`config.mk`:
```
export PLATFORM = sky130hd
export DESIGN_NAME = fifo_8_to_80
export DESIGN_NICKNAME = d
export VERILOG_FILES = /design/src/rtl/fifo_8_to_80.sv
export SDC_FILE = /design/constraint.sdc
export NUM_CORES = 1
export LEC_CHECK = 0
export CAP_MARGIN = 5
export CELL_PAD_IN_SITES_DETAIL_PLACEMENT = 0
export CELL_PAD_IN_SITES_GLOBAL_PLACEMENT = 2
export CORE_ASPECT_RATIO = 1.25
export CORE_MARGIN = 5
export CORE_UTILIZATION = 53
export DETAILED_ROUTE_END_ITERATION = 6
export HOLD_SLACK_MARGIN = 0.08
export PLACE_DENSITY = 0.88
export SYNTH_ARGS = -nofsm -noshare
export SYNTH_HDL_FRONTEND = slang
export SYNTH_SLANG_ARGS = --single-unit
```
`constraint.sdc`:
```
create_clock -name clk -period 23.9 [get_ports clk]
set_input_delay 4.78 -clock clk [delete_from_list [all_inputs] [get_ports clk]]
set_output_delay 4.78 -clock clk [all_outputs]
set_load 0.01 [all_outputs]
```
`src/rtl/fifo_8_to_80.sv`:
```
// Byte-to-word packing FIFO. Bytes arrive LSB-first and are gathered into an
// assembly register; the tenth byte completes an 80-bit word, which is written
// straight into word storage on the same edge. Whole words are read out
// first-word-fall-through. Partial bytes never count as stored data.
module fifo_8_to_80 #(
   parameter int unsigned INPUT_WIDTH  = 8,
   parameter int unsigned OUTPUT_WIDTH = 80,
   parameter int unsigned DEPTH        = 16
) (
   input  logic                      clk,
   input  logic                      reset,
   input  logic                      wr_en,
   input  logic [INPUT_WIDTH-1:0]    din,
   input  logic                      flush,
   output logic                      full,
   output logic                      overflow,
   output logic [3:0]                byte_count,
   input  logic                      rd_en,
   output logic [OUTPUT_WIDTH-1:0]   dout,
   output logic                      empty,
   output logic [$clog2(DEPTH):0]    words_available
);

   localparam int unsigned AddrW    = $clog2(DEPTH);
   localparam int unsigned PtrW     = AddrW + 1;
   localparam int unsigned NumBytes = OUTPUT_WIDTH / INPUT_WIDTH;
   localparam int unsigned PartW    = OUTPUT_WIDTH - INPUT_WIDTH;
   localparam logic [3:0]  LastByte = 4'(NumBytes - 1);
   localparam logic [PtrW-1:0] DepthCnt = PtrW'(DEPTH);

   logic [OUTPUT_WIDTH-1:0] mem_q [DEPTH];

   logic [PtrW-1:0]  wr_ptr_q, wr_ptr_d;
   logic [PtrW-1:0]  rd_ptr_q, rd_ptr_d;
   logic [PartW-1:0] partial_q, partial_d;
   logic [3:0]       byte_count_q, byte_count_d;
   logic             overflow_q, overflow_d;

   logic [PtrW-1:0]  level;
   logic             empty_int;
   logic             full_int;
   logic             accept;
   logic             commit;
   logic             pop;

   // Status flags derived purely from registered state.
   always_comb begin
      level     = wr_ptr_q - rd_ptr_q;
      empty_int = (level == '0);
      // Only the byte that would complete a word can be refused.
      full_int  = (level == DepthCnt) && (byte_count_q == LastByte);
      // Flush wins over a same-cycle write; that byte is silently discarded.
      accept    = wr_en && !flush && !full_int;
      commit    = accept && (byte_count_q == LastByte);
      // Gated by the pre-edge empty, so a same-edge commit cannot be popped.
      pop       = rd_en && !empty_int;
   end

   // Next-state for pointers, assembly register and sticky overflow.
   always_comb begin
      wr_ptr_d     = wr_ptr_q;
      rd_ptr_d     = rd_ptr_q;
      partial_d    = partial_q;
      byte_count_d = byte_count_q;
      overflow_d   = overflow_q;

      if (wr_en && !flush && full_int) begin
         overflow_d = 1'b1;
      end

      if (flush) begin
         partial_d    = '0;
         byte_count_d = '0;
      end else if (commit) begin
         wr_ptr_d     = wr_ptr_q + 1'b1;
         byte_count_d = '0;
      end else if (accept) begin
         for (int unsigned k = 0; k < NumBytes - 1; k++) begin
            if (byte_count_q == 4'(k)) begin
               partial_d[k*INPUT_WIDTH +: INPUT_WIDTH] = din;
            end
         end
         byte_count_d = byte_count_q + 4'd1;
      end

      if (pop) begin
         rd_ptr_d = rd_ptr_q + 1'b1;
      end
   end

   // Control state register with synchronous reset.
   always_ff @(posedge clk) begin
      if (reset) begin
         wr_ptr_q     <= '0;
         rd_ptr_q     <= '0;
         partial_q    <= '0;
         byte_count_q <= '0;
         overflow_q   <= 1'b0;
      end else begin
         wr_ptr_q     <= wr_ptr_d;
         rd_ptr_q     <= rd_ptr_d;
         partial_q    <= partial_d;
         byte_count_q <= byte_count_d;
         overflow_q   <= overflow_d;
      end
   end

   // Word storage; contents are don't-care until written, so no reset.
   always_ff @(posedge clk) begin
      if (commit && !reset) begin
         mem_q[wr_ptr_q[AddrW-1:0]] <= {din, partial_q};
      end
   end

   // Output drive; dout is forced to zero while nothing is stored.
   always_comb begin
      full            = full_int;
      overflow        = overflow_q;
      byte_count      = byte_count_q;
      empty           = empty_int;
      words_available = level;
      dout            = empty_int ? '0 : mem_q[rd_ptr_q[AddrW-1:0]];
   end

endmodule

```
==> results.yml <==
status:
  status: "finished clean"
worst_setup_path:
  r2r-end: "mem_q[8][12]$_DFFE_PP_"
  cp_common_cell: "buf_4"
  critPathTopFamily: "buffers and inverters"
  max_stage_delay_ns: 0.99
  r2r_slack_ns: 19.05
  rr_worst_depth: 8
  startpoint_type: "flop"
  worst-path-buf-inv: 4
  critPathKind: "reg2out"
  cp.required_ns: 19.12
  worstPathArrival_ns: 6.23
  crit_chain: "buf_4, buf_4, buf_4, mux4_2, nor2b_1, a211oi_1, a211oi_1, clkdlybuf4s50_1"
  end_kind: "output port"
  crit_path_top_delay_cell: "dfxtp_4"
  path_max_fanout: 53
  r2r_start: "wr_ptr_q[2]$_SDFFE_PP0P_"
synthesis:
  synth_cells: 2450
  yosys.cell_types.count: 44
  synth-seq-cells: 1371
  synth_common_cells: "edfxtp_1, mux4_2, a211oi_1"
  synth_top_area_share_pct: 73.0
  ys.warnings.count: 0
  avgSynthCellArea_sq_um: 21.5
  syn_nets: 2477
  yosysTopAreaCell: "edfxtp_1"
  synth_edf_count: 1280
  synth_area_sq_mm: 0.0527
  synth.most_common_cell: "edfxtp_1"
  ys_seq_area_share_pct: 76.5
  synth_async_sr_flop_share_pct: 0
  yosys-top-cells-area: "edfxtp_1, mux4_2, dfxtp_1"
  synth_ff_type: "edfxtp_1"
hold_path:
  hp-start: "overflow$_SDFFE_PP0P_"
  holdPathStages: 2
  hold_end: "overflow$_SDFFE_PP0P_"
  hold_path.class: "reg2reg"
global_routing:
  grt_overflow: 0
  grt_max_degree: 87
  antenna_found_initial: 4
  grt_usage_pct: 22.4
  grt_pass1_vias: 26200
  grt_pass1_wl_um: 175000
clock_network:
  clk_path_buf_depth: 3
  clk_pin_slew_ns: 0.06
  clk-insertion-delay-late_ns: 0.72
  cts-buffers-inserted: 121
  cts_tree: "yes"
  htreeDepth: 3
  cts_setup_buffers: 0
  cts.sinks: 1371
  clockRootBuffer: "clkbuf_16"
  postCtsHoldBufs: 0
  cts_resized: 0
sta:
  max_slew_margin_pct: 22.3
  period_share_pct: 46.1
  finalSetupViolCount: 0
  whs_ns: 0.477
  post-route-min-period_ns: 11.01
  rsz0062_at_grt: "no"
  hold_violations: 0
  finClkSkew_ns: 0.0359
  maxSlewViolCount: 0
  final.setup.tns_ns: 0
  tightest_slew_ns: 1.16
  max_freq_mhz: 90.8
drt:
  drc: 0
  vias: 25000
  drtIter0Drc: 2800
  ant_nets: 0
  viasPerCell: 6.26
  wl_um: 119000
  wire_per_inst_um: 29.6
  first_pass_iters: 7
power:
  ir_worst_vdd_uv: 109
  p_per_area_mw_per_mm2: 101
  p_total_mw: 5.98
  p_leak_nw: 17.7
placement:
  io_buffer_count: 104
  post-dp-hpwl_um: 56200
  gp_congestion: 0.727
  place_area_sq_mm: 0.0551
flow_run:
  cap_violations: 0
floorplanning:
  rows: 129
  die_y_um: 362
  start_util_pct: 53.3
  ioPinCount: 105
  die_area_sq_mm: 0.106
  core-area_sq_mm: 0.0988
  die_x_um: 292
layout:
  layout-drive-gt1-share_pct: 22.7
  fin_util_pct: 60.0
  nets: 2609
  area_growth_pct: 12.5
  design_area_sq_mm: 0.0593
worst register-to-register path, cell delays in order (launching register included):
cell,delay [ns]
dfxtp_1,0.79
ha_1,0.40
xnor2_1,0.32
nand4b_1,0.23
nand2_1,0.28
a21bo_2,0.47
nor4_2,0.26
buf_4,0.87
buf_4,0.82
routing by layer:
metal | track usage [%] | vias to the layer above | routed length (um)
li1 | - | 10500 | -
met1 | 30.7 | 13400 | 46200
met2 | 37.9 | 1010 | 60300
met3 | 4.15 | 179 | 9220
met4 | 6.11 | 0 | 2850
met5 | 0 | - | 0
through the flow:
| stage | cells | setup slack [ns] |
|---|---|---|
| 3_5_place_dp | 3769 | 13.42 |
| 5_1_grt | 3999 | 12.23 |
| 2_1_floorplan | 2450 | 9.93 |
| 4_1_cts | 3999 | 12.59 |
| 3_3_place_gp | 3769 | 13.46 |
| 6_report | 4002 | 12.89 |
where the power goes:
part	switching [mW]	internal, mW	total [mW]
Clock	0.849	1.14	1.99
Sequential	0.0374	2.59	2.63
Combinational	0.658	0.706	1.36
layout make-up:
cell class                 count  area, sq um
clock buffer                 170         3410
fill                        6811        39500
sequential                  1371        40300
clock inverter                60          697
antenna                        3         7.51
multi-input combinational    917        11700
tap                         1310         1640
timing repair buffer         159         1430
inverter                      12         45.0
worst max-delay path by stage:
| stage | end | slack [ns] | cells after the start |
|---|---|---|---|
| 2_1_floorplan | mem_q[0][0]$_DFFE_PP_ | 9.93 | 5 |
| 3_3_place_gp | dout[0] | 13.46 | 8 |
| 3_5_place_dp | dout[0] | 13.42 | 8 |
| 4_1_cts | dout[24] | 12.59 | 8 |
| 5_1_grt | dout[24] | 12.23 | 8 |
| 6_report | dout[24] | 12.89 | 8 |
sequential cells by signal, summed over array words and instances (netlist names), named ones only:
signal and count:
rd_ptr_q 5, partial_q 72, overflow 1, wr_ptr_q 5, byte_count 4, mem_q 1280
cells in the final DEF (no fill, tap or decap), types with 16 or more instances in the layout:
| cell | n |
|---|---|
| nor2b_1 | 85 |
| nor2_1 | 93 |
| dfxtp_1 | 87 |
| clkdlybuf4s50_1 | 97 |
| clkinv_2 | 23 |
| a211oi_1 | 159 |
| buf_4 | 54 |
| mux2i_1 | 153 |
| mux4_2 | 321 |
| clkbuf_16 | 123 |
| edfxtp_1 | 1280 |
| clkbuf_1 | 31 |
| clkbuf_8 | 16 |
cell families after synthesis:
logic type / count (synthesis) / synth area share, %
buffers and inverters: 162 / 1.43
muxes: 483 / 16.8
and+or+nand+nor: 236 / 2.33
xor gates and xnor gates: 4 / 0.0808
adders and majority gates: 14 / 0.347
AOI/OAI and AO/OA: 180 / 2.52
DFF: 1371 / 76.5
Note: power is estimated with default switching activity, not from simulation.
